===== config.mk =====
export PLATFORM = sky130hd
export DESIGN_NAME = regbank_wb_queue
export DESIGN_NICKNAME = d
export VERILOG_FILES = /design/src/rtl/regbank_wb_queue.sv
export SDC_FILE = /design/constraint.sdc
export NUM_CORES = 1
export LEC_CHECK = 0
export ABC_AREA = 1
export CAP_MARGIN = 20
export CORE_MARGIN = 8
export CORE_UTILIZATION = 50
export CTS_CLUSTER_SIZE = 20
export DETAILED_ROUTE_END_ITERATION = 8
export GPL_TIMING_DRIVEN = 1
export PLACE_DENSITY = 0.77
export RECOVER_POWER = 50
export SYNTH_ARGS = -nofsm -noshare
export SYNTH_HDL_FRONTEND = slang
export SYNTH_SLANG_ARGS = --single-unit

===== constraint.sdc =====
create_clock -name clk -period 3.3 [get_ports clk]
set_input_delay 0.99 -clock clk [delete_from_list [all_inputs] [get_ports clk]]
set_output_delay 0.99 -clock clk [all_outputs]
set_load 0.01 [all_outputs]

===== src/rtl/regbank_wb_queue.sv =====
// Purpose: writeback queue feeding the register bank's single write port, with read bypass for pending results.
// Latency: a result accepted at edge N can be written to the bank no earlier than the cycle after edge N; the bypass outputs are combinational from queue contents.
// Backpressure: res_ready drops only when the queue is full. wb_stall holds the head entry in place while accepts continue.
module regbank_wb_queue #(
  parameter int AWIDTH = 3,
  parameter int DWIDTH = 8,
  parameter int DEPTH  = 4
) (
  input  logic                       clk,
  input  logic                       rst_n,
  input  logic                       res_valid,
  output logic                       res_ready,
  input  logic [AWIDTH-1:0]          res_addr,
  input  logic [DWIDTH-1:0]          res_data,
  input  logic                       wb_stall,
  output logic                       wen,
  output logic [AWIDTH-1:0]          waddr,
  output logic [DWIDTH-1:0]          wdata,
  input  logic [AWIDTH-1:0]          raddr1,
  input  logic [AWIDTH-1:0]          raddr2,
  output logic                       byp_hit1,
  output logic [DWIDTH-1:0]          byp_data1,
  output logic                       byp_hit2,
  output logic [DWIDTH-1:0]          byp_data2,
  output logic [$clog2(DEPTH+1)-1:0] count
);

  localparam int PW = $clog2(DEPTH);
  localparam int CW = $clog2(DEPTH+1);

  logic [AWIDTH-1:0] r_addr [DEPTH];
  logic [DWIDTH-1:0] r_data [DEPTH];
  logic [DEPTH-1:0]  r_vld;
  logic [PW-1:0]     r_wptr;
  logic [PW-1:0]     r_rptr;
  logic [CW-1:0]     r_count;

  logic              w_empty;
  logic              w_full;
  logic              w_push;
  logic              w_pop;
  logic [PW-1:0]     w_idx;

  // Empty and full are derived from occupancy only. Ready does not depend on a same-cycle pop.
  always_comb begin
    w_empty   = (r_count == '0);
    w_full    = (r_count == CW'(DEPTH));
    res_ready = !w_full;
    // A result for register 0 completes its handshake but is dropped, because r0 is never written.
    w_push    = res_valid && !w_full && (res_addr != '0);
    w_pop     = !w_empty && !wb_stall;
    count     = r_count;
  end

  // Present the head entry to the bank port. Outputs are zero while the queue is empty.
  always_comb begin
    wen   = w_pop;
    waddr = w_empty ? '0 : r_addr[r_rptr];
    wdata = w_empty ? '0 : r_data[r_rptr];
  end

  // Bypass scans from oldest to youngest, so the youngest match wins.
  // The head still counts as a match in the cycle it is popped.
  always_comb begin
    byp_hit1  = 1'b0;
    byp_data1 = '0;
    byp_hit2  = 1'b0;
    byp_data2 = '0;
    w_idx     = r_rptr;
    for (int k = 0; k < DEPTH; k++) begin
      w_idx = r_rptr + PW'(k);
      if (r_vld[w_idx] && (raddr1 != '0) && (r_addr[w_idx] == raddr1)) begin
        byp_hit1  = 1'b1;
        byp_data1 = r_data[w_idx];
      end
      if (r_vld[w_idx] && (raddr2 != '0) && (r_addr[w_idx] == raddr2)) begin
        byp_hit2  = 1'b1;
        byp_data2 = r_data[w_idx];
      end
    end
  end

  // Queue storage, pointers and occupancy. Reset discards every pending write.
  always_ff @(posedge clk or negedge rst_n) begin
    if (!rst_n) begin
      r_wptr  <= '0;
      r_rptr  <= '0;
      r_count <= '0;
      r_vld   <= '0;
      for (int i = 0; i < DEPTH; i++) begin
        r_addr[i] <= '0;
        r_data[i] <= '0;
      end
    end else begin
      // A push never targets the popped slot: a pop needs a non-empty queue, and a push needs a non-full one.
      if (w_pop) begin
        r_vld[r_rptr] <= 1'b0;
        r_rptr        <= r_rptr + PW'(1);
      end
      if (w_push) begin
        r_addr[r_wptr] <= res_addr;
        r_data[r_wptr] <= res_data;
        r_vld[r_wptr]  <= 1'b1;
        r_wptr         <= r_wptr + PW'(1);
      end
      case ({w_push, w_pop})
        2'b10:   r_count <= r_count + CW'(1);
        2'b01:   r_count <= r_count - CW'(1);
        default: r_count <= r_count;
      endcase
    end
  end

endmodule


== Word-level counts from Yosys, hierarchy flattened ==
Index checks and enable logic that the tools add are counted.

* Flip-flop bits (word level): 55
* Bits in latches: 0
* Bits in writable memories: 0
* ROM bits: 0
* Memories kept: 0

* $add $sub $neg: 6
* Multiply operators: 0
* Divide/modulo/power cells: 0
* $lt $le $gt $ge: 13
* Eq/ne operators: 11
* Shifts and indexed selects: 0
* Muxes and demuxes: 63
* Bitwise operators: 8
* Reduce and logical (&&, ||, !) cells: 30

{| class="wikitable"
|+ Operators by type and width
! operator !! count
|-
| 8-bit 2-to-1 mux || 18
|-
| 8-bit binary-select mux with 2-bit select || 4
|-
| 32-bit bitwise mux || 1
|-
| 3-bit 2-to-1 mux || 10
|-
| 3-bit binary-select mux with 2-bit select || 4
|-
| 3-bit equality test || 8
|-
| 1-bit logical AND || 22
|-
| 8-bit demux with 2-bit select || 1
|-
| 3-bit greater-or-equal comparator, second input constant || 5
|-
| 2-bit by 3-bit < comparator with 1-bit output, second input constant || 5
|-
| 2-bit NOT with 3-bit output || 5
|-
| 1-bit 2-to-1 mux || 14
|-
| 12-bit bitwise mux || 1
|-
| 3-bit nonzero test || 3
|-
| 1-bit binary-select mux with 2-bit select || 4
|-
| 4-bit 2-to-1 mux || 2
|-
| 3-bit demux with 2-bit select || 1
|-
| 3-bit one-hot mux with 2 select lines || 1
|-
| 2-bit by 1-bit adder with 2-bit output, second input constant || 2
|-
| 2-bit adder, second input constant || 2
|-
| 4-bit bitwise AND || 1
|-
| 1-bit demux with 2-bit select || 2
|-
| 2-bit by 1-bit greater-or-equal comparator with 1-bit output, second input constant || 2
|-
| 4-bit NOT || 1
|-
| other kinds (10) || 12
|}

== Longest topological paths before layout ==
Gate-level depths: netlist of run 1.

* Depth after elaboration: 10
* Mapped depth: 18
* Depth with buffers taken out: 14

== Worst setup path before layout of run 1 ==
OpenSTA, ideal clock, no wires.

* Path type: register to output
* Start: register r_rptr[1]
* End: output port byp_data1[0]
* Arrival: 2491 ps
* Slack: -181 ps
* Cell stages (with the launch flop): 16
* Buffers on the path: 4
* Path through: dfrtp_1 -> inv_1 -> buf_2 -> buf_1 -> ha_1 -> buf_6 -> inv_2 -> buf_4 -> nand3_1 -> nand2_1 -> nor2_1 -> nor2_4 -> nand2_4 -> nand2_1 -> nand3_1 -> a21oi_1

* Word-level cells in the longest chain between the ends: 10

{| class="wikitable"
|+ RTL lines
! what !! RTL line !! text
|-
| from (decl) || 35 || <nowiki>logic [PW-1:0] r_rptr;</nowiki>
|-
| from (signal assigned) || 98 || <nowiki>r_rptr <= r_rptr + PW'(1);</nowiki>
|-
| 2-bit by 1-bit adder with 2-bit output / 2-bit NOT with 3-bit output (equally long branches) || 71, 72, 74 ||
|-
| 2-bit NOT with 3-bit output (not written as such) / 3-bit binary-select mux with 2-bit select (equally long branches) || 72, 74 ||
|-
| 3-bit binary-select mux with 2-bit select / 3-bit 2-to-1 mux (equally long branches) || 72 || <nowiki>if (r_vld[w_idx] && (raddr1 != '0) && (r_addr[w_idx] == raddr1)) begin</nowiki>
|-
| 3-bit 2-to-1 mux (not written as such) || 72 ||
|-
| 3-bit 2-to-1 mux (not written as such) / 3-bit equality test (equally long branches) || 72 ||
|-
| 3-bit equality test / 1-bit logical AND (equally long branches) || 72 ||
|-
| 1-bit logical AND / 8-bit 2-to-1 mux (equally long branches) || 72 ||
|-
| 8-bit 2-to-1 mux (2 in a row) || 72 ||
|-
| 8-bit 2-to-1 mux (*) || 72 ||
|-
| to (decl) || 22 || <nowiki>output logic [DWIDTH-1:0] byp_data1,</nowiki>
|}

Every way passes the cells marked *; elsewhere a longest branch is shown, timed or not. The select of a mux whose other input is x is not followed.

== Worst setup path after layout of run 1 ==
* Start: register r_rptr[0]
* End: output port byp_data2[0]

* Word-level cells in the longest chain between the ends: 10

{| class="wikitable"
|+ RTL lines
! what !! RTL line !! text
|-
| 2-bit by 1-bit adder with 2-bit output / 2-bit NOT with 3-bit output (equally long branches) || 71, 76, 78 ||
|-
| 2-bit NOT with 3-bit output (not written as such) / 3-bit binary-select mux with 2-bit select (equally long branches) || 76, 78 ||
|-
| 3-bit binary-select mux with 2-bit select / 3-bit 2-to-1 mux (equally long branches) || 76 || <nowiki>if (r_vld[w_idx] && (raddr2 != '0) && (r_addr[w_idx] == raddr2)) begin</nowiki>
|-
| 3-bit 2-to-1 mux (not written as such) || 76 ||
|-
| 3-bit 2-to-1 mux (not written as such) / 3-bit equality test (equally long branches) || 76 ||
|-
| 3-bit equality test / 1-bit logical AND (equally long branches) || 76 ||
|-
| 1-bit logical AND / 8-bit 2-to-1 mux (equally long branches) || 76 ||
|-
| 8-bit 2-to-1 mux (2 in a row) || 76 ||
|-
| 8-bit 2-to-1 mux (*) || 76 ||
|-
| to (decl) || 24 || <nowiki>output logic [DWIDTH-1:0] byp_data2,</nowiki>
|}

Marks and branches as above.

==> out/results.txt, run 1 <==
first-pass GRT wire length = 24210 microns
Crit. End Element = primary output
I/O pin cnt = 55
first-pass iteration count of the detailed router = 5
final hold vios = 0
area share of the leading cell type in the synthesized netlist = 29.95%
CTS tree = yes
Final HPWL DP = 10130 microns
Hold Crit Start = r_data[13]$_DFFE_PN0P_
commonest non-fill, non-tap cell in the layout = nand2_1
most frequent cells in the layout = 220 x nand2_1, 80 x o21ai_0, 74 x buf_4
HP Class = reg -> reg
worst skew pair latency = 0.30 ns
Worst Path Arrival = 2.46 ns
max incr delay on CP = 0.43 ns
max_slew headroom = -11.62%
setup TNS = -1.714 ns
GPL Wtd Cong = 0.8980
die height = 111.9 microns
residual DRC count = 0
post-route clock period utilization = 104.7%
Critical R2R Launch = count[2]$_DFFE_PN0P_
Mapped Cells = 708
die area = 12510 sq um
CP required = 2.31 ns
count of cell types in the netlist = 35
fraction of layout cells with a size suffix above 1 = 29.54%
Layout area overhead = 39.04%
Yosys warnings = 0
Layout Utilization = 70.49%
failing checks = max-capacitance violations, max-slew violations, negative setup slack
Setup crit start kind = flop
Placeable Area = 9065 sq um
Crit Path Max Fanout = 8
Area contributors post-synth = dfrtp_1 30%, nand2_1 20%, o21ai_0 9.9%
post-synth top area cell = dfrtp_1
outcome = complete, but fails checks
syn_area_per_cell = 6.491 sq um
Clock Path Buffers = 2
root buffer cell = clkbuf_8
1st-iter DRT viols = 364
critical path cell sequence = clkinv_4 > ha_4 > buf_8 > nand3_2 > buf_4 > nand3_2 > nand2_2 > nor2_4 > nand2_4 > buf_4 > nand3_1 > nand3_1 > nand2_1 > nand2_1 > buf_2
Net Count, Synth = 739
Max Freq = 289.6 MHz
Die W = 111.9 microns
ant diodes = 0
starting density of the core = 50.70%
Final Worst Setup Slack = -0.1535 ns
Vias = 5193
port bufs = 54
worst slew pin tran = 1.674 ns
fin nets = 873
Routed WL = 15290 microns
worst clock skew = 0.004898 ns
MaxCap Viol Count = 1
hold_buf cts = 0
endpoints failing setup = 17
largest net degree at the start of global routing = 33
CTS clk-pin slew, worst paths = 0.10 ns
RSZ-0062 raised after global routing = true
Crit-path slowest cell = dfrtp_2
Tot GR Track Use = 23.31%
classification of the worst setup path = reg -> out
CP startpoint = r_rptr[0]$_DFFE_PN0P_
sequential-to-total area share from yosys stat = 29.95%
cts bufs inserted = 5
Vias per Instance = 5.443
Rows = 35
Clock Sink Count = 55
WL/cell = 16.03 microns
Final Slew Violations = 33
vias in the first global route = 4966
antenna violations before repair = 0
Yosys reg bits = 55
antenna viol nets, final = 0
Layout fillers = 751
CTS H-tree lvls = 2
Post-Syn Area = 4596 sq um
total gr overflow = 0
Tmin final = 3.453 ns
-- cells in the mapped netlist --
| library cell | n |
|---|---|
| ha_1 | 9 |
| nor2_1 | 52 |
| or2_2 | 2 |
| inv_1 | 54 |
| buf_1 | 1 |
| nand2_1 | 242 |
| buf_8 | 1 |
| o21ai_0 | 91 |
| inv_2 | 3 |
| o211ai_2 | 1 |
| mux2i_1 | 13 |
| dfrtp_1 | 55 |
| clkbuf_1 | 14 |
| buf_2 | 6 |
| nor2_2 | 2 |
| nand3_1 | 89 |
| o21ai_1 | 3 |
| a21oi_1 | 9 |
| xnor2_1 | 3 |
| o21a_1 | 2 |
| xor2_2 | 1 |
| and2_1 | 1 |
| nand2_4 | 2 |
| nor2_4 | 10 |
| nand2_2 | 10 |
| inv_6 | 1 |
| buf_6 | 8 |
| nand3_2 | 6 |
| nor3_1 | 3 |
| a21oi_2 | 1 |
| fa_1 | 1 |
| buf_4 | 2 |
| xor2_1 | 5 |
| nand3b_1 | 4 |
| nand4_1 | 1 |
-- critical path: cells and delay by family (launching register included) --
| family | cells | cell delay (ns) |
|---|---|---|
| fa+ha+maj | 1 | 0.31 |
| buf+inv | 5 | 0.65 |
| flops | 1 | 0.43 |
| simple gates | 9 | 0.76 |
-- kinds of logic (layout without fill, tap and decap cells) --
kind of cell / Yosys count / in the layout / share of synthesized area (%)
and+or+nand+nor: 424 / 429 / 41.11
AOI/OAI and AO/OA: 107 / 107 / 12.01
buffers and inverters: 90 / 220 / 9.338
DFF: 55 / 55 / 29.95
muxes: 13 / 13 / 2.831
adders and majority gates: 10 / 10 / 2.886
xor gates and xnor gates: 9 / 9 / 1.879
-- worst paths after layout --
| kind | endpoint | depth (start not counted) | slack (ns) |
|---|---|---|---|
| min in group asynchronous | r_addr[11]$_DFFE_PN0P_ | 1 | 1.11 |
| min reg2reg | r_data[13]$_DFFE_PN0P_ | 2 | 0.51 |
| max in group asynchronous | r_data[14]$_DFFE_PN0P_ | 2 | 0.75 |
| max reg2reg | count[2]$_DFFE_PN0P_ | 10 | 0.87 |
| min | r_data[13]$_DFFE_PN0P_ | 2 | 0.51 |
| max | byp_data2[0] | 15 | -0.15 |
-- area by class of cell --
class                   instances  area, sq um  share of cell area [%]
repair buffers                154         1340                   20.97
well taps                     111        138.9                   2.173
flip-flops and latches         55         1378                   21.56
clock inverters                 3        43.79                  0.6853
inverters                      58        230.2                   3.603
clock buffers                   5        68.82                   1.077
multi-input cells             568         3191                   49.93
-- flip-flops by register name, summed over array words and instances (netlist names) --
name,count
r_data,32
r_addr,12
r_vld,4
count,3
r_rptr,2
r_wptr,2
-- stage by stage --
| step | setup WS [ns] | hold WS, ns | instances | cell area (sq um) |
|---|---|---|---|---|
| after CTS | -0.1303 | 0.5136 | 950 | 6210 |
| after detailed placement | -0.8876 | 0.4826 | 902 | 5562 |
| after floorplan | 0.01163 | 0.4530 | 708 | 4626 |
| after global routing | -0.2326 | 0.5402 | 954 | 6390 |
| after global placement | -0.8031 | 0.4701 | 902 | 5562 |
| final | -0.1535 | 0.5105 | 954 | 6390 |
-- layer usage --
| metal | vias to the layer above | wire length [microns] | GRT usage [%] |
|---|---|---|---|
| li1 | 2555 | - | - |
| met4 | 0 | 312 | 8.478 |
| met3 | 23 | 824 | 3.517 |
| met5 | - | 0 | 0 |
| met1 | 2423 | 6944 | 30.79 |
| met2 | 192 | 7208 | 37.72 |
-- what timing repair did --
| item | in CTS | in global routing |
|---|---|---|
| pin swaps | 32 | 26 |
| endpoints found under the setup margin | 26 | 26 |
| setup buffers | 34 | 3 |
| gates cloned | 6 | 1 |
| gates resized for setup | 176 | 53 |
Power of run 1 is not shown: default switching activity piles up to over one toggle a cycle in this logic, so the estimate is an artifact.
==> run 2, diff against run 1 <==
--- a/config.mk
+++ b/config.mk
@@ -7,7 +7,7 @@
 export LEC_CHECK = 0
 export ABC_AREA = 1
 export CAP_MARGIN = 20
-export CORE_MARGIN = 8
+export CORE_MARGIN = 2
 export CORE_UTILIZATION = 50
 export CTS_CLUSTER_SIZE = 20
 export DETAILED_ROUTE_END_ITERATION = 8
==> run 2 against run 1 <==
Against the previous run: the flow finishes with violations (max-capacitance violations, negative setup slack); die area shrank 20%; worst setup slack gained 0.099 ns; final area shrank 1.5%; global-route usage grew 5.8 points; core utilization grew 0.97 points; non-clock buffer count shrank 12; sequential cell count is the same; worst hold slack is essentially flat; wire length shrank 3.0%; clock-buffer cell count is the same; sequential share of layout area grew 0.33 points; clock skew grew 0.0063 ns; critical endpoint is now byp_data2[6]; largest cell class unchanged; highest routed layer unchanged.
==> out/results.txt, run 2 (synthesized netlist as in run 1, its figures left out) <==
max incr delay on CP = 0.45 ns (was 0.43 ns)
failing checks = max-capacitance violations, negative setup slack (was max-capacitance violations, max-slew violations, negative setup slack)
cts bufs inserted = 5 (unchanged)
Max Freq = 298.1 MHz (was 289.6 MHz)
GRT busiest layer = met2 (unchanged)
residual DRC count = 0 (unchanged)
met2 Use GR = 47.04% (was 37.72%)
commonest non-fill, non-tap cell in the layout = nand2_1 (unchanged)
Worst Path Arrival = 2.36 ns (was 2.46 ns)
post-route clock period utilization = 101.6% (was 104.7%)
Clock Sink Count = 55 (unchanged)
worst skew pair latency = 0.32 ns (was 0.30 ns)
Crit. End Element = primary output (unchanged)
endpoints failing setup = 13 (was 17)
most frequent cells in the layout = 213 x nand2_1, 77 x o21ai_0, 75 x nand3_1 (was 220 x nand2_1, 80 x o21ai_0, 74 x buf_4)
first-pass iteration count of the detailed router = 5 (unchanged)
CTS H-tree lvls = 2 (unchanged)
Reg with most FFs = r_data (unchanged)
die area = 9974 sq um (was 12510 sq um)
pre-CTS setup slack = -0.7953 ns (was -0.8876 ns)
CTS clk-pin slew, worst paths = 0.11 ns (was 0.10 ns)
delay-heaviest family, CP = simple AND/OR/NAND/NOR gates (unchanged)
Crit Path Max Fanout = 8 (unchanged)
Vias per Instance = 5.493 (was 5.443)
HP Class = reg -> reg (unchanged)
Vias = 5169 (was 5193)
outcome = complete, but fails checks (unchanged)
Die W = 99.87 microns (was 111.9 microns)
ant diodes = 0 (unchanged)
Setup crit start kind = flop (unchanged)
largest net degree at the start of global routing = 33 (unchanged)
die height = 99.87 microns (was 111.9 microns)
reg2reg end = count[2]$_DFFE_PN0P_ (unchanged)
CP Depth = 14 (was 15)
antenna viol nets, final = 0 (unchanged)
Tmin final = 3.354 ns (was 3.453 ns)
critical path cell sequence = inv_6 > ha_4 > buf_12 > nand3_4 > nand2_4 > xor2_2 > nand3_2 > nor2_4 > buf_12 > buf_4 > nor2_1 > nand2_1 > nand2_1 > buf_2 (was clkinv_4 > ha_4 > buf_8 > nand3_2 > buf_4 > nand3_2 > nand2_2 > nor2_4 > nand2_4 > buf_4 > nand3_1 > nand3_1 > nand2_1 > nand2_1 > buf_2)
worst clock skew = 0.01124 ns (was 0.004898 ns)
root buffer cell = clkbuf_8 (unchanged)
fin nets = 863 (was 873)
final hold vios = 0 (unchanged)
I/O pin cnt = 55 (unchanged)
1st-iter DRT viols = 349 (was 364)
Crit-path slowest cell = dfrtp_2 (unchanged)
fraction of layout cells with a size suffix above 1 = 28.93% (was 29.54%)
worst reg2reg path depth = 10 (unchanged)
first-pass GRT wire length = 23330 microns (was 24210 microns)
max_slew headroom = 0.7668% (was -11.62%)
CTS tree = yes (unchanged)
Routed WL = 14830 microns (was 15290 microns)
Tot GR Track Use = 29.07% (was 23.31%)
Critical R2R Launch = count[2]$_DFFE_PN0P_ (unchanged)
r2r setup slk = 0.94 ns (was 0.87 ns)
setup TNS = -0.3046 ns (was -1.714 ns)
Placeable Area = 8806 sq um (was 9065 sq um)
WL/cell = 15.76 microns (was 16.03 microns)
Final Worst Setup Slack = -0.05417 ns (was -0.1535 ns)
Layout area overhead = 36.92% (was 39.04%)
sum of buffers and inverters on the critical path = 5 (unchanged)
worst slew pin tran = 1.488 ns (was 1.674 ns)
classification of the worst setup path = reg -> out (unchanged)
Final HPWL DP = 9989 microns (was 10130 microns)
CP startpoint = r_rptr[0]$_DFFE_PN0P_ (unchanged)
Worst Setup EP = byp_data2[6] (was byp_data2[0])
port bufs = 54 (unchanged)
RSZ-0062 raised after global routing = true (unchanged)
met1 usage = 42.65% (was 30.79%)
MaxCap Viol Count = 1 (unchanged)
met3 Track Usage GR = 2.019% (was 3.517%)
Rows = 34 (was 35)
CP required = 2.31 ns (about the same)
max reg flops = 32 (unchanged)
Clock Path Buffers = 2 (unchanged)
GPL Wtd Cong = 0.9680 (was 0.8980)
starting density of the core = 52.19% (was 50.70%)
antenna violations before repair = 0 (unchanged)
vias in the first global route = 4689 (was 4966)
Final Slew Violations = 0 (was 33)
Layout fillers = 704 (was 751)
total gr overflow = 0 (unchanged)
Top Registers = r_data: 32 flops, r_addr: 12 flops, r_vld: 4 flops (unchanged)
hold_ws = 0.5107 ns (was 0.5105 ns)
-- run 2: cell type report --
class                   instances  area [sq um]  share of cell area [%]
multi-input cells             570          3193                   50.75
repair buffers                142          1266                   20.12
clock inverters                 3         23.77                  0.3778
well taps                     108         135.1                   2.148
inverters                      58         227.7                   3.619
clock buffers                   5         68.82                   1.094
flip-flops and latches         55          1378                   21.89
-- run 2: worst min-delay path by stage --
stage                                 from                      to  slack, ns  cells after the start
finish              r_data[10]$_DFFE_PN0P_  r_data[10]$_DFFE_PN0P_       0.51                      2
global placement    r_data[10]$_DFFE_PN0P_  r_data[10]$_DFFE_PN0P_       0.47                      2
CTS                 r_data[10]$_DFFE_PN0P_  r_data[10]$_DFFE_PN0P_       0.51                      2
floorplan           r_data[10]$_DFFE_PN0P_  r_data[10]$_DFFE_PN0P_       0.45                      2
global route          count[0]$_DFFE_PN0P_    count[0]$_DFFE_PN0P_       0.54                      1
detailed placement  r_data[10]$_DFFE_PN0P_  r_data[10]$_DFFE_PN0P_       0.48                      2
-- run 2: routing by layer --
metal	share of wire, %	vias to the layer above
met5	0	-
met4	1.9	0
met3	5.9	23
met2	48	202
met1	44	2410
li1	-	2534
-- run 2: metrics by stage --
step	util [%]	cells	cell area [sq um]
after floorplan	-	708	4626
after global placement	63.60	903	5600
after detailed placement	63.60	903	5600
after CTS	68.77	933	6056
after global routing	71.46	941	6292
final	71.46	941	6292
-- run 2: timing repair --
action	CTS	global route
cloned	6	5
buffers inserted	17	3
pin swaps	18	22
setup endpoints to repair	27	21
hold buffers	0	0
gates resized for setup	163	65
-- run 2: worst reg2reg max path, stage by stage, from the launching register on --
cell and delay [ns]:
dfrtp_1 0.43, nor3_1 0.12, buf_4 0.20, nor2_1 0.12
clkbuf_1 0.34, ha_1 0.22, inv_1 0.06, fa_1 0.38
a21oi_1 0.14, o21ai_0 0.11, xnor2_1 0.13
Power of run 2 is left out for the same reason.
